## src/rtl/fifo_queue_pkg.sv

```systemverilog
// fifo_queue_pkg
// Shared defaults and types for the FIFO queue, its storage and the sibling
// stack/UART buffers that reuse the same word/address sizing.
//   FIFO_DEF_*   default word width, address width and threshold levels
//   fifo_flags_t registered occupancy flags
//   fifo_depth() entry count for a given address width
package fifo_queue_pkg;

  localparam int FIFO_DEF_B        = 4;
  localparam int FIFO_DEF_W        = 4;
  localparam int FIFO_DEF_AF_LEVEL = 14;
  localparam int FIFO_DEF_AE_LEVEL = 2;

  typedef struct packed {
    logic empty;
    logic full;
    logic almost_empty;
    logic almost_full;
  } fifo_flags_t;

  function automatic int fifo_depth(input int w);
    return 1 << w;
  endfunction

endpackage

```

## src/rtl/fifo_queue_reg_file_2p.sv

```systemverilog
// reg_file_2p
// 2**W x B register file: one synchronous write port, one asynchronous read
// port. Contents are never reset.
//   clk            write clock
//   we/w_addr/w_data  write port, committed on rising edge
//   r_addr/r_data     combinational read port
module reg_file_2p #(
  parameter int B = 4,
  parameter int W = 4
) (
  input  logic         clk,
  input  logic         we,
  input  logic [W-1:0] w_addr,
  input  logic [B-1:0] w_data,
  input  logic [W-1:0] r_addr,
  output logic [B-1:0] r_data
);

  logic [B-1:0] mem_q [2**W];

  always_ff @(posedge clk) begin
    if (we) mem_q[w_addr] <= w_data;
  end

  assign r_data = mem_q[r_addr];

endmodule

```

## src/rtl/fifo_queue.sv

```systemverilog
// fifo_queue
// First-word-fall-through FIFO: r_data always shows the oldest word.
// Control path (pointers, count, flags, sticky errors) lives here; storage
// is a reg_file_2p.
//   clk, reset        clock, synchronous active-high reset
//   wr, w_data        push request and word
//   rd                pop request (consumes the word shown on r_data)
//   clr_err           clears overflow/underflow (a new error wins)
//   r_data            oldest word (stale when empty)
//   empty, full, almost_empty, almost_full, count   registered occupancy
//   overflow, underflow                             sticky error flags
module fifo_queue
  import fifo_queue_pkg::*;
#(
  parameter int B        = FIFO_DEF_B,
  parameter int W        = FIFO_DEF_W,
  parameter int AF_LEVEL = FIFO_DEF_AF_LEVEL,
  parameter int AE_LEVEL = FIFO_DEF_AE_LEVEL
) (
  input  logic         clk,
  input  logic         reset,
  input  logic         wr,
  input  logic [B-1:0] w_data,
  input  logic         rd,
  input  logic         clr_err,
  output logic [B-1:0] r_data,
  output logic         empty,
  output logic         full,
  output logic         almost_empty,
  output logic         almost_full,
  output logic [W:0]   count,
  output logic         overflow,
  output logic         underflow
);

  localparam int          DEPTH    = fifo_depth(W);
  localparam logic [W:0]  FULL_CNT = (W+1)'(DEPTH);
  localparam logic [W:0]  AF_CNT   = (W+1)'(AF_LEVEL);
  localparam logic [W:0]  AE_CNT   = (W+1)'(AE_LEVEL);
  localparam fifo_flags_t RST_FLAGS = '{
    empty: 1'b1, full: 1'b0, almost_empty: 1'b1, almost_full: (AF_LEVEL == 0)
  };

  logic [W-1:0] w_ptr_q, w_ptr_d;
  logic [W-1:0] r_ptr_q, r_ptr_d;
  logic [W:0]   count_q, count_d;
  fifo_flags_t  flags_q, flags_d;
  logic         ovf_q, ovf_d;
  logic         unf_q, unf_d;
  logic         wr_en, rd_en;

  // A write into a full queue is still accepted when a read frees the slot
  // in the same cycle; the read side sees the old word first.
  assign wr_en = wr & (~flags_q.full | rd);
  assign rd_en = rd & ~flags_q.empty;

  always_comb begin
    w_ptr_d = w_ptr_q;
    r_ptr_d = r_ptr_q;
    if (wr_en) w_ptr_d = w_ptr_q + W'(1);
    if (rd_en) r_ptr_d = r_ptr_q + W'(1);

    count_d = count_q + (W+1)'(wr_en) - (W+1)'(rd_en);

    // Flags are registered from next-state count so they line up with count.
    flags_d.empty        = (count_d == '0);
    flags_d.full         = (count_d == FULL_CNT);
    flags_d.almost_empty = (count_d <= AE_CNT);
    flags_d.almost_full  = (count_d >= AF_CNT);

    ovf_d = ovf_q;
    unf_d = unf_q;
    if (clr_err) begin
      ovf_d = 1'b0;
      unf_d = 1'b0;
    end
    if (wr & flags_q.full & ~rd) ovf_d = 1'b1;
    if (rd & flags_q.empty)      unf_d = 1'b1;
  end

  always_ff @(posedge clk) begin
    if (reset) begin
      w_ptr_q <= '0;
      r_ptr_q <= '0;
      count_q <= '0;
      flags_q <= RST_FLAGS;
      ovf_q   <= 1'b0;
      unf_q   <= 1'b0;
    end else begin
      w_ptr_q <= w_ptr_d;
      r_ptr_q <= r_ptr_d;
      count_q <= count_d;
      flags_q <= flags_d;
      ovf_q   <= ovf_d;
      unf_q   <= unf_d;
    end
  end

  // Reset does not gate the write port: pointers restart at 0 and count=0,
  // so any word landing during reset is unreachable.
  reg_file_2p #(.B(B), .W(W)) u_rf (
    .clk    (clk),
    .we     (wr_en),
    .w_addr (w_ptr_q),
    .w_data (w_data),
    .r_addr (r_ptr_q),
    .r_data (r_data)
  );

  assign empty        = flags_q.empty;
  assign full         = flags_q.full;
  assign almost_empty = flags_q.almost_empty;
  assign almost_full  = flags_q.almost_full;
  assign count        = count_q;
  assign overflow     = ovf_q;
  assign underflow    = unf_q;

endmodule

```

## config.mk

```make
export PLATFORM = sky130hd
export DESIGN_NAME = fifo_queue
export DESIGN_NICKNAME = d
export VERILOG_FILES = /design/src/rtl/fifo_queue_pkg.sv /design/src/rtl/fifo_queue_reg_file_2p.sv /design/src/rtl/fifo_queue.sv
export SDC_FILE = /design/constraint.sdc
export NUM_CORES = 1
export LEC_CHECK = 0
export CORE_MARGIN = 4
export CORE_UTILIZATION = 40
export CTS_CLUSTER_DIAMETER = 100
export DETAILED_ROUTE_END_ITERATION = 16
export PLACE_DENSITY = 0.67
export SETUP_SLACK_MARGIN = 0.1
export SYNTH_ARGS = -nofsm -noshare
export SYNTH_HDL_FRONTEND = slang
export SYNTH_SLANG_ARGS = --single-unit
```

## constraint.sdc

```tcl
create_clock -name clk -period 3.3 [get_ports clk]
set_clock_uncertainty 0.05 [all_clocks]
set_input_delay 0.66 -clock clk [delete_from_list [all_inputs] [get_ports clk]]
set_output_delay 0.66 -clock clk [all_outputs]
set_load 0.1 [all_outputs]
```

==> summary.md <==
| Metric | Value |
|---|---|
| Status | finished clean |
| Synth top area share | between 50% and 60% |
| Core area | 8720 um2 |
| Drt drc | 0 |
| Pwr dens | 739 nW/um2 |
| CP Cell Sequence | buf_4 -> mux4_1 -> a22oi_1 -> nand2_1 -> buf_4 |
| Static Leakage | 1.42 nW |
| Register Area | about 2400 um2 |
| Fin Setup TNS | 0 ps |
| CP arrival | around 2200 ps |
| Full die area | ~11,000 um2 |
| Pin count of the biggest net entering global routing | 24 |
| Cell area after synthesis | between 3000 and 4000 um2 |
| Final Setup Violations | 0 |
| Post-CTS Setup Inserts | 0 |
| Max Buffers Root-to-Sink | 2 |
| Fin. max-slew vios | 0 |
| Overflow after GRT | 0 |
| Clk slew on worst S/H paths | roughly 90 ps |
| Pwr Total | 3.00 mW |
| Initial core utilization | a little over 40% |
| Worst-Skew Late Latency | ~340 ps |
| Max-cap violations | 0 |
| Post-Syn Instances | ~230 |
| Post-synth top area cell | edfxtp_1 |
| Final min period | 2870 ps |
| Final ANT Viol Nets | 0 |
| H-tree depth | 3 |
| Post-Layout Cell Count | between 300 and 400 |
| Worst setup EP type | output port |
| Post-Syn Area per Cell | 15.7 um2 |
| CTS resizes | 0 |
| Final worst path period share | 86.9% |
| DR iter-0 viols | ~110 |
| Post-synth EDFFs | between 60 and 70 |
| Sequential element share of the synthesized area | between 60% and 70% |
| Critical path required time | around 2600 ps |
| Yosys Warn Count | 0 |
| Fillers | 746 |
| Number of library cell types mapped by synthesis | 33 |
| Worst IR drop on VDD | 0.652 mV |
| Ant diodes | 0 |
| CTS buffer count | 9 |
| Crit path buf inv count | 2 |
| Max incr delay on CP | a little over 600 ps |
| First-pass GRT wire length | a little under 10,000 um |
| Vias per cell | approximately 5.2 |
| Total Wirelength | approximately 6100 um |
| Inst Count DP | roughly 350 |
| Slew HR | between 40% and 50% |
| Initial DRT Pass Iterations | 5 |
| CTS Sinks | 87 |
| Root buffer cell | clkbuf_8 |
| CTS tree | yes |
| Slowest-stage cell, CP | mux4_1 |
| Fmax | roughly 350 MHz |
| Share of cells above drive strength 1 | 13.1% |
| GRT Util Overall | about an eighth |
| Top post-synthesis cells by count | edfxtp_1, nor2_1, dfxtp_1 |
| Most common cell in the netlist | edfxtp_1 |
| Routability cong. | roughly 0.76 |
| Ranking of synthesized cells by area | edfxtp_1, dfxtp_1, mux4_1 |
| Post-Syn Nets | 246 |
| DP HPWL | 4240 um |
| Worst slew pin tran | around 830 ps |
| CP most frequent cell | buf_4 |
| Hold-fix buffers, CTS | 0 |
| Area Overhead vs Synth | 13.8% |
| Die extent in x | 103 um |
| Top delay family on crit path | multiplexers |
| Seq cells post-synth | a little under 90 |
| Boundary Pins | 24 |
| Util after Layout | 46.6% |
| Initial antenna violation count | 0 |
| HP Class | reg2reg |
| Number of global-route vias before repair | roughly 1.8k |
| Wire length per cell | around 17 um |
| Crit start category | flip-flop |
| Multi-input gate area | approximately 1100 um2 |
| Rows | 34 |
| Vias | 1,920 |
| Port Buffer Count | 23 |
| Post-synth ARST share | 0% |
| Nets | 274 |
| DIE HEIGHT | approximately 100 um |
| RSZ-0062 raised after global routing | false |
| Setup CP Type | reg2out |
| Final Hold Viols | 0 |
| Crit-path max FO | 16 |
| Top FF cell, synth | edfxtp_1 |
[flip-flops by register name, summed over array words and instances, names as in the netlist, named ones only]
name          count
underflow         1
w_ptr_q           4
r_ptr_q           4
count             5
overflow          1
full              1
almost_full       1
almost_empty      1
empty             1
u_rf.mem_q       64
[final timing paths]
path | cells past startpoint | slack [ps] | startpoint | end
min reg2reg | 2 | 440 | underflow$_SDFFE_PP0P_ | underflow$_SDFFE_PP0P_
max reg2reg | 9 | 950 | empty$_SDFF_PP1_ | full$_SDFF_PP0_
max | 5 | 430 | flip-flop | r_data[3]
min | 2 | 440 | underflow$_SDFFE_PP0P_ | underflow$_SDFFE_PP0P_
[worst reg2reg max path, stage by stage, from the launching register on]
cell,delay [ps]
dfxtp_1,380
nor2b_1,80
nand2b_1,140
o21ai_0,120
ha_1,220
fa_1,410
a21o_1,170
a21oi_1,170
xnor2_1,230
and4bb_2,290
[placed cells by master (no fill, tap or decap), types with 5 or more instances in the layout]
cell,instances
dfxtp_1,23
nor2b_1,5
clkbuf_8,9
nand2_1,15
buf_4,17
edfxtp_1,64
xor2_1,6
ha_1,9
inv_1,6
nor2_1,28
mux4_1,16
a21oi_1,5
clkdlybuf4s50_1,8
a22oi_1,8
nand2b_1,6
[area by class of cell]
| class | count | share of cell area, % |
|---|---|---|
| Multi-Input combinational cell | 124 | 27.2 |
| Clock inverter | 6 | 1.11 |
| Tap cell | 108 | 3.32 |
| Sequential cell | 87 | 58.6 |
| Inverter | 6 | 0.554 |
| Timing Repair Buffer | 27 | 6.09 |
| Clock buffer | 10 | 3.14 |
[metrics by stage]
stage,hold slack (ps),instance area (um2),setup slack (ps)
after CTS,446,4070,410
after global routing,480,4070,302
final,439,4070,431
after global placement,411,3890,182
after detailed placement,434,3890,110
after floorplan,422,3570,283
[per-layer routing]
metal	routed length [um]	part of all wire, %	track usage (%)
met5	0	0	0
met4	94	1.5	5.85
met1	2690	44	17.0
met3	366	6.0	3.18
met2	2960	48	20.0
[power breakdown]
part | switching [mW] | internal, mW | total [mW]
combinational | 0.727 | 0.335 | 1.06
sequential | 0.0511 | 1.25 | 1.30
clock | 0.363 | 0.276 | 0.639
total | 1.14 | 1.86 | 3.00
[logic make-up after synthesis]
| family | after synthesis | share of synthesized area (%) |
|---|---|---|
| fa+ha+maj | 10 | 3.71 |
| buf+inv | 16 | 2.38 |
| mux | 17 | 12.0 |
| xor+xnor | 10 | 2.45 |
| simple gates | 68 | 9.07 |
| flops | 87 | 66.7 |
| compound gates | 19 | 3.68 |
No activity file was read; power rests on OpenSTA's default activity.
